===== config.mk =====
export PLATFORM = sky130hd
export DESIGN_NAME = user_button_event_collector
export DESIGN_NICKNAME = d
export VERILOG_FILES = /design/src/rtl/user_button_event_collector.sv
export SDC_FILE = /design/constraint.sdc
export NUM_CORES = 1
export LEC_CHECK = 0
export CAP_MARGIN = 20
export CORE_UTILIZATION = 60
export DETAILED_ROUTE_END_ITERATION = 8
export GPL_ROUTABILITY_DRIVEN = 0
export GPL_TIMING_DRIVEN = 0
export PLACE_DENSITY = 0.82
export SYNTH_ARGS = -nofsm -noshare
export SYNTH_HDL_FRONTEND = slang
export SYNTH_SLANG_ARGS = --single-unit

===== constraint.sdc =====
create_clock -name clock -period 6.3 [get_ports clock]
set_input_delay 0.945 -clock clock [delete_from_list [all_inputs] [get_ports clock]]
set_output_delay 0.945 -clock clock [all_outputs]
set_load 0.005 [all_outputs]

===== src/rtl/user_button_event_collector.sv =====
// user_button_event_collector
// Accepts one event per debounced button press and queues the button index
// in a first-word-fall-through FIFO. Buttons compete for the FIFO through a
// round-robin arbiter, and at most one button is accepted per cycle.
// Build option USER_BUTTON_EVENT_DROP_EN: a press that arrives while the FIFO
// is full is still acknowledged but is not stored. Each such press increments
// the saturating drop_count. Without this option a full FIFO applies
// backpressure and no press is lost.
module user_button_event_collector #(
  parameter int NUM_BUTTONS = 4,
  parameter int FIFO_DEPTH  = 8
) (
  input  logic                                 clock,
  input  logic                                 reset,
  input  logic [NUM_BUTTONS-1:0]               press_activated,
  output logic [NUM_BUTTONS-1:0]               press_accepted,
  output logic                                 event_valid,
  output logic [$clog2(NUM_BUTTONS)-1:0]       event_button,
  input  logic                                 event_pop,
  output logic [$clog2(FIFO_DEPTH):0]          event_count
`ifdef USER_BUTTON_EVENT_DROP_EN
  ,
  output logic [7:0]                           drop_count
`endif
);

  localparam int IDX_W = $clog2(NUM_BUTTONS);
  localparam int CNT_W = $clog2(FIFO_DEPTH) + 1;
  localparam int PTR_W = $clog2(FIFO_DEPTH);

  typedef enum logic {
    IDLE     = 1'b0,
    WAIT_LOW = 1'b1
  } chan_state_t;

  chan_state_t            state      [NUM_BUTTONS];
  chan_state_t            state_next [NUM_BUTTONS];
  logic [NUM_BUTTONS-1:0] request;
  logic [NUM_BUTTONS-1:0] grant;
  logic [IDX_W-1:0]       rr_ptr;
  logic [IDX_W-1:0]       rr_next;
  logic [IDX_W-1:0]       grant_idx;
  logic                   grant_any;
  logic                   full;
  logic                   arb_enable;
  logic                   do_push;
  logic                   do_pop;
  logic [IDX_W-1:0]       mem [FIFO_DEPTH];
  logic [PTR_W-1:0]       wr_ptr;
  logic [PTR_W-1:0]       rd_ptr;
  logic [CNT_W-1:0]       count;

  assign full = (count == CNT_W'(FIFO_DEPTH));

`ifdef USER_BUTTON_EVENT_DROP_EN
  // A full FIFO never stalls the arbiter. An overflowing press is acknowledged and then discarded.
  assign arb_enable = 1'b1;
`else
  // A full FIFO stalls the arbiter, so a pending press stays pending until space frees.
  assign arb_enable = ~full;
`endif

  assign do_push = grant_any & ~full;
  assign do_pop  = event_pop & (count != '0);

  // A button competes for the FIFO only while its channel is idle and its press is held.
  always_comb begin
    for (int i = 0; i < NUM_BUTTONS; i++) begin
      request[i] = press_activated[i] && (state[i] == IDLE);
    end
  end

  // Round-robin search that starts at rr_ptr and stops at the first requester.
  always_comb begin
    int idx;
    grant_any = 1'b0;
    grant_idx = '0;
    grant     = '0;
    idx       = 0;
    for (int off = 0; off < NUM_BUTTONS; off++) begin
      idx = int'(rr_ptr) + off;
      if (idx >= NUM_BUTTONS) begin
        idx = idx - NUM_BUTTONS;
      end else begin
        idx = idx;
      end
      if (!grant_any && arb_enable && request[idx]) begin
        grant_any = 1'b1;
        grant_idx = IDX_W'(idx);
      end else begin
        grant_any = grant_any;
      end
    end
    if (grant_any) begin
      grant[grant_idx] = 1'b1;
      if (grant_idx == IDX_W'(NUM_BUTTONS - 1)) begin
        rr_next = '0;
      end else begin
        rr_next = grant_idx + IDX_W'(1);
      end
    end else begin
      rr_next = rr_ptr;
    end
  end

  // Channel next state: an accepted press waits for the button release before it can re-arm.
  always_comb begin
    for (int i = 0; i < NUM_BUTTONS; i++) begin
      state_next[i] = state[i];
      case (state[i])
        IDLE: begin
          if (grant[i]) begin
            state_next[i] = WAIT_LOW;
          end else begin
            state_next[i] = IDLE;
          end
        end
        WAIT_LOW: begin
          if (!press_activated[i]) begin
            state_next[i] = IDLE;
          end else begin
            state_next[i] = WAIT_LOW;
          end
        end
        default: state_next[i] = IDLE;
      endcase
    end
  end

  // Register the channel states, the one-cycle acknowledge pulses and the round-robin pointer.
  always_ff @(posedge clock or posedge reset) begin
    if (reset) begin
      for (int i = 0; i < NUM_BUTTONS; i++) begin
        state[i] <= IDLE;
      end
      press_accepted <= '0;
      rr_ptr         <= '0;
    end else begin
      for (int i = 0; i < NUM_BUTTONS; i++) begin
        state[i] <= state_next[i];
      end
      press_accepted <= grant;
      rr_ptr         <= rr_next;
    end
  end

  // Event FIFO. The occupancy count alone tells full from empty because the pointers simply wrap.
  always_ff @(posedge clock or posedge reset) begin
    if (reset) begin
      for (int i = 0; i < FIFO_DEPTH; i++) begin
        mem[i] <= '0;
      end
      wr_ptr <= '0;
      rd_ptr <= '0;
      count  <= '0;
    end else begin
      if (do_push) begin
        mem[wr_ptr] <= grant_idx;
        wr_ptr      <= wr_ptr + PTR_W'(1);
      end
      if (do_pop) begin
        rd_ptr <= rd_ptr + PTR_W'(1);
      end
      case ({do_push, do_pop})
        2'b10:   count <= count + CNT_W'(1);
        2'b01:   count <= count - CNT_W'(1);
        default: count <= count;
      endcase
    end
  end

`ifdef USER_BUTTON_EVENT_DROP_EN
  // Count the acknowledged presses that found the FIFO full. The count saturates at 255.
  always_ff @(posedge clock or posedge reset) begin
    if (reset) begin
      drop_count <= 8'd0;
    end else if (grant_any && full && (drop_count != 8'd255)) begin
      drop_count <= drop_count + 8'd1;
    end else begin
      drop_count <= drop_count;
    end
  end
`endif

  assign event_valid  = (count != '0);
  assign event_button = (count != '0) ? mem[rd_ptr] : '0;
  assign event_count  = count;

endmodule


==> run metrics <==
Synth Area in Adders=0.0541; Final Hold Vio Count=0; Post-DRT Antenna Nets=0; Rows=21; fin crit share=0.552; Comb pwr share=0.584; GRT overflow=0; Flop pwr share=0.308; via/cell ratio=slightly below 6; Core Region=3340 um2; Synth top cells by count=36 x dfrtp_1, 21 x mux2_2, 9 x ha_1, 9 x nand2_1; antenna diode count=0; Critical Path Sink Type=register; Clock Pin Slew Worst Setup and Hold Paths=0.11 ns; Clock Power Share=0.108; post-cts resize count=0; Area Overhead vs Synth=15.3%; Root Buffer=clkbuf_4; largest net degree at the start of global routing=23; Num CTS Buffers=5; CP required=6.57 ns; hold_buf cts=0; switching share of power=0.386; Synth Area in Compound Gates=0.0841; CP startpoint kind=input pin; Syn Nets=186; final setup violation count=0; Initial DRC Count=67; maximum clock insertion buffer count=2; max_slew headroom=0.397; Final #Nets=211; synthesized area per cell=12.2 um2; synth top area cells=dfrtp_1 43%, mux2_2 11%, ha_1 5.4%, mux4_2 4.3%, xor2_1 2.5%; clk_lat worst skew=0.34 ns; Worst-Margin Slew=0.904 ns; Net Sw Power=0.563 mW; Routed WL=3760 um; status=finished clean; async set-or-reset flop fraction in the synthesized netlist=1.00; Worst Path Max Fanout=10; Die ar.=3710 um2; Placed Area=roughly 2300 um2; cell with the most instances after synthesis=dfrtp_1; Pwr per Cell Area=slightly above 600 nW/um2; drc violations=0; Die X=60.9 um; Top Ports=18; Synth top area share=0.433; worst min-delay path class=register to register; RSZ-0062 raised after global routing=false; Initial Util=0.624; CTS Sinks=36; Post-Synth XOR/XNOR Area=0.0379; Post-synth EDFFs=0; Syn Inst Count=170; maximum vdd drop=359 uV; Unique masters post-synth=50; Setup Buffers After CTS=0; final setup TNS=0 ns; layout cell share with drive strength beyond 1=0.276; largest family of logic cells by synthesized area=multiplexers; Yosys reg bits=36; MaxCap Viol Count=0; sequential share of the synthesized area=0.433; leakage=1.05 nW; dominant synthesized flop cell=dfrtp_1; Final Skew=~0.0095 ns; via count=1,434; total track usage=0.237; antenna violations before repair=0; 1st-pass router iterations=4; post-layout util=0.720; vias in the first global route=1,370; layout filler cell count=254; CP Data Arrival Time=3.75 ns; min cycle time layout=3.48 ns; synthesized area=about 2100 um2; global-route wire length before repair=roughly 6200 um; Yosys top cell by area=dfrtp_1; Pint=0.896 mW; Pins Over Slew Limit=0; Crit Path Category=input pin to register; Design Area, Final=about 2400 um2; IO Port Bufs=17; Ys Warns=0; Die Y=60.9 um; CTS tree=built; DPL Wire Length=about 2800 um; multiplexer share of the synthesized area=0.193; wire per inst=15.5 um; maximum clock rate=0.287 GHz; Post-Synth Simple-Gate Area=0.156; number of H-tree levels=2
layer usage:
layer | vias to the layer above | wire [um] | part of all wire | global-route usage
met5 | - | 0 | 0 | 0
met4 | 0 | 59 | 0.016 | 0.0942
met3 | 9 | 145 | 0.039 | 0.0597
li1 | 666 | - | - | -
met2 | 45 | 1890 | 0.50 | 0.389
met1 | 714 | 1670 | 0.44 | 0.301
layout by cell type (no fill, tap or decap), drive strengths merged, types with 2 or more instances in the layout:
cell           Yosys  routed
mux4               4       4
nor2               7       7
or2                2       2
nor3               2       2
nand2              9       9
buf                5       6
xor2               6       6
mux2i              3       3
nand2b             4       4
clkbuf             3       9
a31oi              3       3
inv                7       7
ha                 9       9
nand3              3       3
a21oi              4       4
o22ai              3       3
clkdlybuf4s50      0      17
dfrtp             36      36
and2               5       5
a32oi              2       2
nor3b              2       2
o21ai              3       3
xnor2              3       3
nor4b              2       2
and4b              3       3
mux2              25      25
nor2b              3       3
state kept, by name, indices dropped and copies added (netlist names):
signal / flops
press_accepted: 4
rr_ptr: 2
wr_ptr: 3
state: 4
event_count: 4
mem: 16
rd_ptr: 3
power by group through the flow:
stage | clock, mW | sequential, mW | combinational [mW]
after global routing | 0.172 | 0.464 | 0.945
after global placement | 0 | 0.442 | 0.808
after detailed placement | 0 | 0.452 | 0.854
after CTS | 0.162 | 0.448 | 0.859
final | 0.158 | 0.450 | 0.851
after floorplan | 0 | 0.428 | 0.642
path summary, 6_finish.rpt:
check / startpoint / end / slack (ns) / cells after the start
worst min-delay path: mem[14] / mem[14] / 0.51 / 1
max in group asynchronous: reset / rr_ptr[0] / 4.60 / 3
worst max register to register: rr_ptr[0] / event_count[3] / 3.38 / 13
worst max-delay path: press_activated[1] / event_count[3] / 2.82 / 14
worst min register to register: mem[14] / mem[14] / 0.51 / 1
min in group asynchronous: reset / event_count[3] / 1.10 / 2
through the flow:
stage / std cells / hold WS (ns) / setup WS, ns / power [mW]
after floorplan: 170 / 0.459 / 3.25 / 1.07
after global placement: 233 / 0.469 / 2.50 / 1.25
after detailed placement: 234 / 0.488 / 2.45 / 1.31
after CTS: 242 / 0.512 / 2.81 / 1.47
after global routing: 242 / 0.529 / 2.61 / 1.58
final: 242 / 0.514 / 2.82 / 1.46
cells by family after synthesis:
family,count (synthesis)
multiplexers,32
flip-flops,36
AO/OA/AOI/OAI,21
adder cells (fa/ha/maj),9
buffers and inverters,15
XOR/XNOR,9
AND/OR/NAND/NOR,48
worst max-delay path, stage by stage:
cell and delay, ns:
clkdlybuf4s50_1 0.50, nand2b_1 0.12, a22o_1 0.24, or2_4 0.24
a31oi_4 0.26, buf_6 0.20, inv_1 0.07, ha_1 0.24
inv_1 0.09, mux2_2 0.33, o22ai_1 0.12, o21ai_0 0.09
nor2_1 0.14, xor2_1 0.16
cell type report:
cell class / count / area, um2 / share of cell area
multi-input combinational: 119 / 1090 / 0.455
tap: 46 / 57.6 / 0.0240
buffer: 8 / 61.3 / 0.0255
clock inverter: 2 / 35.0 / 0.0146
timing repair buffer: 18 / 185 / 0.0771
clock buffer: 6 / 41.3 / 0.0172
sequential: 36 / 901 / 0.375
inverter: 7 / 26.3 / 0.0109
Note: power is estimated with default switching activity, not from simulation.
